[config.mk]
export PLATFORM = sky130hd
export DESIGN_NAME = tdc_packetizer
export DESIGN_NICKNAME = d
export VERILOG_FILES = /design/src/rtl/tdc_packetizer.sv
export SDC_FILE = /design/constraint.sdc
export NUM_CORES = 1
export LEC_CHECK = 0
export CORE_UTILIZATION = 30
export CTS_CLUSTER_SIZE = 28
export DETAILED_ROUTE_END_ITERATION = 10
export PLACE_DENSITY_LB_ADDON = 0.25
export SETUP_SLACK_MARGIN = 0.2
export SKIP_CTS_REPAIR_TIMING = 1
export SLEW_MARGIN = 25
export SYNTH_ARGS = -nofsm -noshare
export SYNTH_HDL_FRONTEND = slang
export SYNTH_SLANG_ARGS = --single-unit
export TNS_END_PERCENT = 1
[constraint.sdc]
create_clock -name clk -period 7.24 [get_ports clk]
set_clock_uncertainty 0.2 [all_clocks]
set_input_delay 1.448 -clock clk [delete_from_list [all_inputs] [get_ports clk]]
set_output_delay 1.448 -clock clk [all_outputs]
set_load 0.1 [all_outputs]
[src/rtl/tdc_packetizer.sv]
// Buffers TDC result words in a small FIFO and frames each one as HEADER, SEQ, data bytes (MSB first), CHK.
// First header byte two cycles after the word is pushed; oByte holds while stalled, back-to-back frames without bubbles.
module tdc_packetizer #(
  parameter int         DIG_OUT = 32,
  parameter int         DEPTH   = 16,
  parameter logic [7:0] HEADER  = 8'hA5
) (
  input  logic                     clk,
  input  logic                     iRst_n,
  input  logic [DIG_OUT-1:0]       iData,
  input  logic                     iValid,
  input  logic                     iClrOvf,
  output logic [7:0]               oByte,
  output logic                     oByteValid,
  input  logic                     iByteReady,
  output logic                     oEmpty,
  output logic                     oFull,
  output logic [$clog2(DEPTH):0]   oCount,
  output logic                     oOverflow
);
  localparam int NB = (DIG_OUT + 7) / 8;
  localparam int W  = NB * 8;
  localparam int AW = $clog2(DEPTH);
  localparam int IW = (NB > 1) ? $clog2(NB) : 1;

  typedef enum logic [2:0] {S_IDLE, S_HDR, S_SEQ, S_DATA, S_CHK} state_t;

  logic [DIG_OUT-1:0] mem_q [DEPTH];
  logic [AW-1:0]      wr_ptr_q, wr_ptr_d, rd_ptr_q, rd_ptr_d;
  logic [AW:0]        count_q, count_d;
  logic               ovf_q, ovf_d;
  state_t             state_q, state_d;
  logic [W-1:0]       shreg_q, shreg_d;
  logic [IW-1:0]      idx_q, idx_d;
  logic [7:0]         seq_q, seq_d;
  logic [7:0]         chk_q, chk_d;
  logic [7:0]         byte_q, byte_d;
  logic               byte_vld_q, byte_vld_d;

  logic               fifo_empty, fifo_full, xfer, pop, push;
  logic [W-1:0]       head_word;
  logic [7:0]         top_byte;

  assign fifo_empty = (count_q == '0);
  assign fifo_full  = (count_q == (AW+1)'(DEPTH));
  assign xfer       = byte_vld_q & iByteReady;
  assign top_byte   = shreg_q[W-1 -: 8];

  // Zero-extend the head entry so odd widths pad the top data byte.
  always_comb begin
    head_word                = '0;
    head_word[DIG_OUT-1:0]   = mem_q[rd_ptr_q];
  end

  always_comb begin
    state_d    = state_q;
    shreg_d    = shreg_q;
    idx_d      = idx_q;
    seq_d      = seq_q;
    chk_d      = chk_q;
    byte_d     = byte_q;
    byte_vld_d = byte_vld_q;
    pop        = 1'b0;
    case (state_q)
      S_IDLE: begin
        if (!fifo_empty) begin
          pop     = 1'b1;
          shreg_d = head_word;
          state_d = S_HDR;
        end
      end
      S_HDR: begin
        if (!byte_vld_q) begin
          byte_d     = HEADER;
          byte_vld_d = 1'b1;
        end else if (xfer) begin
          byte_d  = seq_q;
          chk_d   = seq_q;
          state_d = S_SEQ;
        end
      end
      S_SEQ: begin
        if (xfer) begin
          byte_d  = top_byte;
          chk_d   = chk_q ^ top_byte;
          shreg_d = shreg_q << 8;
          idx_d   = '0;
          state_d = S_DATA;
        end
      end
      S_DATA: begin
        if (xfer) begin
          if (idx_q == IW'(NB - 1)) begin
            byte_d  = chk_q;
            state_d = S_CHK;
          end else begin
            byte_d  = top_byte;
            chk_d   = chk_q ^ top_byte;
            shreg_d = shreg_q << 8;
            idx_d   = idx_q + 1'b1;
          end
        end
      end
      S_CHK: begin
        if (xfer) begin
          seq_d = seq_q + 8'd1;
          // Chain straight into the next header so the link sees no idle cycle.
          if (!fifo_empty) begin
            pop     = 1'b1;
            shreg_d = head_word;
            byte_d  = HEADER;
            state_d = S_HDR;
          end else begin
            byte_d     = 8'h00;
            byte_vld_d = 1'b0;
            state_d    = S_IDLE;
          end
        end
      end
      default: begin
        byte_vld_d = 1'b0;
        state_d    = S_IDLE;
      end
    endcase
  end

  always_comb begin
    push     = iValid & (~fifo_full | pop);
    wr_ptr_d = push ? wr_ptr_q + 1'b1 : wr_ptr_q;
    rd_ptr_d = pop  ? rd_ptr_q + 1'b1 : rd_ptr_q;
    case ({push, pop})
      2'b10:   count_d = count_q + 1'b1;
      2'b01:   count_d = count_q - 1'b1;
      default: count_d = count_q;
    endcase
    // A drop in the same cycle as a clear still leaves the flag set.
    if (iValid & fifo_full & ~pop) begin
      ovf_d = 1'b1;
    end else if (iClrOvf) begin
      ovf_d = 1'b0;
    end else begin
      ovf_d = ovf_q;
    end
  end

  always_ff @(posedge clk) begin
    if (push) begin
      mem_q[wr_ptr_q] <= iData;
    end
  end

  always_ff @(posedge clk or negedge iRst_n) begin
    if (!iRst_n) begin
      state_q    <= S_IDLE;
      shreg_q    <= '0;
      idx_q      <= '0;
      seq_q      <= '0;
      chk_q      <= '0;
      byte_q     <= '0;
      byte_vld_q <= 1'b0;
      wr_ptr_q   <= '0;
      rd_ptr_q   <= '0;
      count_q    <= '0;
      ovf_q      <= 1'b0;
    end else begin
      state_q    <= state_d;
      shreg_q    <= shreg_d;
      idx_q      <= idx_d;
      seq_q      <= seq_d;
      chk_q      <= chk_d;
      byte_q     <= byte_d;
      byte_vld_q <= byte_vld_d;
      wr_ptr_q   <= wr_ptr_d;
      rd_ptr_q   <= rd_ptr_d;
      count_q    <= count_d;
      ovf_q      <= ovf_d;
    end
  end

  assign oByte      = byte_q;
  assign oByteValid = byte_vld_q;
  assign oEmpty     = fifo_empty;
  assign oFull      = fifo_full;
  assign oCount     = count_q;
  assign oOverflow  = ovf_q;

endmodule

Word level (Yosys, flattened, before mapping)
Memory sizes are Yosys's and may differ from the RTL's.
Cells that the tools add are included.
- bits in registers: 76
- bits in latches: 0
- RAM bits: 512
- bits in read-only memories: 0
- output and inout bits: 17
- memories kept: 1
- add/subtract/negate cells: 6
- $mul: 0
- divide/modulo/power cells: 0
- order comparisons: 0
- equality and inequality tests: 18
- shift-type cells: 0
- multiplexer cells: 43
- bitwise operators: 9
- reductions and logical operators: 16
- memory list (memory ; words ; width ; rd ports ; clocked after memory_dff ; wr ports ; RTL line ; text):
    mem_q ; 16 ; 32 ; 1 ; 0 ; 1 ; 28 ; logic [DIG_OUT-1:0] mem_q [DEPTH];
- operator list (cell ; count):
    32-bit two-way mux ; 5
    32-bit case mux with 4 select lines ; 1
    8-bit two-way mux ; 11
    8-bit case mux with 4 select lines ; 1
    8-bit case mux with 3 select lines ; 1
    3-bit two-way mux ; 7
    2-bit inequality test (second input constant) ; 9
    3-bit case mux with 5 select lines ; 1
    5-bit case mux with 2 select lines ; 1
    5-bit AND reduction ; 2
    1-bit two-way mux ; 9
    4-bit by 1-bit adder with 4-bit output (second input constant) ; 2
    8-bit by 1-bit adder with 8-bit output (second input constant) ; 1
    4-bit nonzero test ; 2
    8-bit XOR ; 1
    7-bit AND reduction ; 1
    3-bit by 2-bit equality test with 1-bit output (second input constant) ; 2
    2-bit two-way mux ; 3
    6-bit AND reduction ; 1
    2-bit nonzero test ; 3
    5-bit by 1-bit adder with 5-bit output (second input constant) ; 1
    5-bit equality test (second input constant) ; 1
    5-bit zero test ; 1
    5-bit by 1-bit subtractor with 5-bit output (second input constant) ; 1
    18 further kinds ; 24

Longest topological paths before layout
- word-level depth: 8
- depth in mapped cells: 10

Least setup slack after synthesis
OpenSTA, ideal clock, no wires.
- path type: in2reg
- start: in iByteReady
- end: mem mem_q[0][0] (enable)
- arrival: 5330 ps
- data required time: 6538 ps
- setup slack: 1209 ps
- stages: 4
- buffers on the path: 0
- path through: nand2_1 -> a221oi_2 -> o21ai_1 -> nor4_1
- cells in the longest elaborated chain, start to end: 7
- ends and longest elaborated chain (what ; RTL line ; text):
    start, declared ; 15 ; input logic iByteReady,
    1-bit bitwise AND ; 46 ; assign xfer = byte_vld_q & iByteReady;
    1-bit two-way mux ; 105 ; if (xfer) begin
    1-bit case mux with 2 select lines ; 64 ; case (state_q)
    1-bit bitwise OR ; 128 ; push = iValid & (~fifo_full | pop);
    1-bit bitwise AND ; 128 ;
    1-bit two-way mux ; 147 ; if (push) begin
    1-bit two-way mux (implied by the code) ; 148 ; mem_q[wr_ptr_q] <= iData;
    end, declared ; 28 ;
Every way passes these cells.

Worst setup path after layout
- start: reg count_q[1], in the netlist oCount[1]
- end: out oFull
- cells in the longest elaborated chain, start to end: 1
- ends and longest elaborated chain (what ; RTL line ; text):
    start, declared ; 30 ; logic [AW:0] count_q, count_d;
    start signal, assigned ; 175 ; count_q <= count_d;
    5-bit equality test ; 45 ; assign fifo_full = (count_q == (AW+1)'(DEPTH));
    end, declared ; 17 ; output logic oFull,
Every way passes these cells.

==> out/summary.txt <==
status: completed
slowest stage delay, CP: 1.14 ns
Slew headroom: 0.293
syn nets: 1264
Worst Path Buf+Inv: 2
Post-Syn Area: 23200 sq um
sequential element share of the synthesized area: 0.744
overall via count from detail_route: 11700
Worst R2R Path Depth: 5
All-Layer GR Usage: 0.140
Ys Warns: 0
fillers: 7059
first-pass GRT wire length: 80.6 mm
Peak supply drop: 0.178 mV
number of flops mapped to enable cells by yosys: 512
Hold Crit Depth: 1
Clock Sinks: 588
antenna diode count: 0
placer's final routability congestion estimate: 0.757
Synth Register Bits: 588
setup violators final: 0
Chip Height: 280 um
Worst Path Arrival: 3.20 ns
static leakage power: 8.73 nW
worst r2r src: state_q[0]$_DFFE_PN0P_
Top FF cell, synth: edfxtp_1
H-tree depth: 3
worst r2r dst: mem_q[8][23]$_DFFE_PP_
FMAX: 0.206 GHz
Worst R2R Setup Slack: 3.40 ns
CORE AREA: 76200 sq um
Layout Area Growth over Synthesis: 16.6%
most common cell after layout, fill and taps aside: edfxtp_1
WL final: 54.2 mm
hold path start: oOverflow$_DFFE_PN0P_
final hold viol count: 0
Worst setup EP type: output port
Routed Antenna Nets: 0
Async S/R FF share, synth: 0.129
Worst Path Max Fanout: 8
Worst-Skew Late Latency: 0.60 ns
Mapped Cells: 1218
worst-margin pin slew: 1.06 ns
CP max stage cell: clkdlybuf4s50_1
1st-iter DRT viols: 1073
Max Slew Vio Count: 0
TritonCTS buffer count: 66
largest net degree at the start of global routing: 77
power density cells: 400 nW/um^2
I/O pins: 54
width of the die: 280 um
CTS tree: done
Critical Path RT: 5.59 ns
Initial DRT Pass Iterations: 5
Residual DRC: 0
Worst setup SP type: register
Multi-input gate area: 5610 sq um
count of cell types in the netlist: 57
Setup TNS: 0 ns
nets: 1338
Detailed Place HPWL: 32.2 mm
# Max-Cap Violations: 0
Min Clock Period, post-route: 4.85 ns
unrepaired setup endpoints after global routing: no
Final period util: 0.670
Worst Hold Endpoint: oOverflow$_DFFE_PN0P_
total gr overflow: 0
share of cells above drive strength 1: 0.199
initial antenna violation count: 3
FP Rows: 101
hold crit path type: register to register
crit path cell chain: nor4_1 -> nand2_1 -> inv_1 -> clkdlybuf4s50_1
critical path class: register to output port
IO Port Bufs: 53
Clock transition at path regs: 0.05 ns
syn_area_per_cell: 19.1 sq um
initial core utilization: 0.305
vias in the first global route: 11800
hold_ws: 0.287 ns
Largest delay share family, worst path: buffers and inverters
FF/Latch Area: 17300 sq um
CTS root buf: clkbuf_16
average routed wire per standard cell: 22.8 um
full die area: 78500 sq um
detail-routed via count per cell: 4.91
commonest non-fill, non-tap cells in the layout: edfxtp_1 (512), mux4_2 (128), a21oi_1 (86)
Clock Tree Buf Depth: 3
==> registers in the layout, indices dropped and copies added (netlist names) <==
signal and flops:
oOverflow 1, shreg_q 32, chk_q 8, seq_q 8, state_q 3, mem_q 512, oByte 8, oByteValid 1
oCount 5, idx_q 2, wr_ptr_q 4, rd_ptr_q 4
==> worst register-to-register path: stages, from the launching register on <==
cell and delay [ns]:
dfrtp_1 0.53, or2_1 0.38, a221oi_2 0.73, o21ai_1 0.38, nor2_1 0.28, and3_2 0.93
==> how the worst max path moves through the flow <==
stage | from | end | cells after the start
after global placement | iByteReady | mem_q[15][14]$_DFFE_PP_ | 6
after CTS | oCount[1]$_DFFE_PN0P_ | oFull | 4
after floorplan | iByteReady | mem_q[0][0]$_DFFE_PP_ | 4
after detailed placement | iByteReady | mem_q[9][23]$_DFFE_PP_ | 6
final | oCount[1]$_DFFE_PN0P_ | oFull | 4
after global routing | oCount[1]$_DFFE_PN0P_ | oFull | 4
==> metrics by stage <==
stage / worst slack, ns / total power [mW] / cells / util / cell area [sq um]
finish: 2.39 / 10.8 / 2374 / 0.355 / 27100
global placement: 2.07 / 7.74 / 2250 / 0.327 / 24900
CTS: 2.35 / 11.0 / 2374 / 0.355 / 27000
detailed placement: 2.16 / 7.80 / 2254 / 0.328 / 25000
global route: 2.28 / 11.3 / 2374 / 0.355 / 27100
floorplan: 1.21 / 6.79 / 1218 / - / 23200
==> layer usage <==
metal | GRT usage | part of all wire
met3 | 0.0266 | 0.057
met4 | 0.0373 | 0.020
met2 | 0.213 | 0.46
met5 | 0 | 0.00033
met1 | 0.206 | 0.47
==> synth_stat cells (all sizes together), types with 4 or more instances <==
master / number / area, sq um
nor2: 48 / 188
o22ai: 5 / 31.3
nor2b: 12 / 75.1
mux4: 128 / 2880
dfrtp: 76 / 1900
ha: 9 / 113
a31oi: 5 / 31.3
a22o: 11 / 96.3
and2: 6 / 37.5
xnor2: 13 / 114
o21ai: 22 / 114
edfxtp: 512 / 15400
mux2i: 26 / 260
a21oi: 86 / 430
a211oi: 8 / 60.1
a22oi: 39 / 293
nand3: 15 / 80.1
nand2: 49 / 184
o211a: 9 / 90.1
inv: 18 / 67.6
and3: 9 / 56.3
nor4: 5 / 31.3
clkbuf: 34 / 128
buf: 35 / 220
nand4: 4 / 25.0
==> area by class of cell <==
| cell class | count | area share |
|---|---|---|
| Clock inverter | 34 | 0.00842 |
| Inverter | 18 | 0.00250 |
| Timing Repair Buffer | 75 | 0.0290 |
| Clock buffer | 86 | 0.0662 |
| Multi-Input combinational cell | 543 | 0.207 |
| Tap cell | 1030 | 0.0476 |
| Sequential cell | 588 | 0.639 |
==> logic make-up (layout without fill, tap and decap cells) <==
kind of cell / after synthesis / after routing / synth area share
AO/OA/AOI/OAI: 201 / 201 / 0.0571
XOR/XNOR: 16 / 16 / 0.00604
adder cells (fa/ha/maj): 9 / 9 / 0.00485
buffers and inverters: 87 / 213 / 0.0179
flip-flops: 588 / 588 / 0.744
multiplexers: 157 / 157 / 0.137
AND/OR/NAND/NOR: 160 / 160 / 0.0327
==> report_power, final <==
| group | total [mW] | internal, mW | switching [mW] | leakage [nW] |
|---|---|---|---|---|
| registers | 4.49 | 4.17 | 0.323 | 5.53 |
| logic | 3.18 | 1.27 | 1.91 | 2.22 |
| clock network | 3.14 | 1.82 | 1.32 | 0.981 |
| total | 10.8 | 7.26 | 3.56 | 8.73 |
Note: power is estimated with default switching activity, not from simulation.
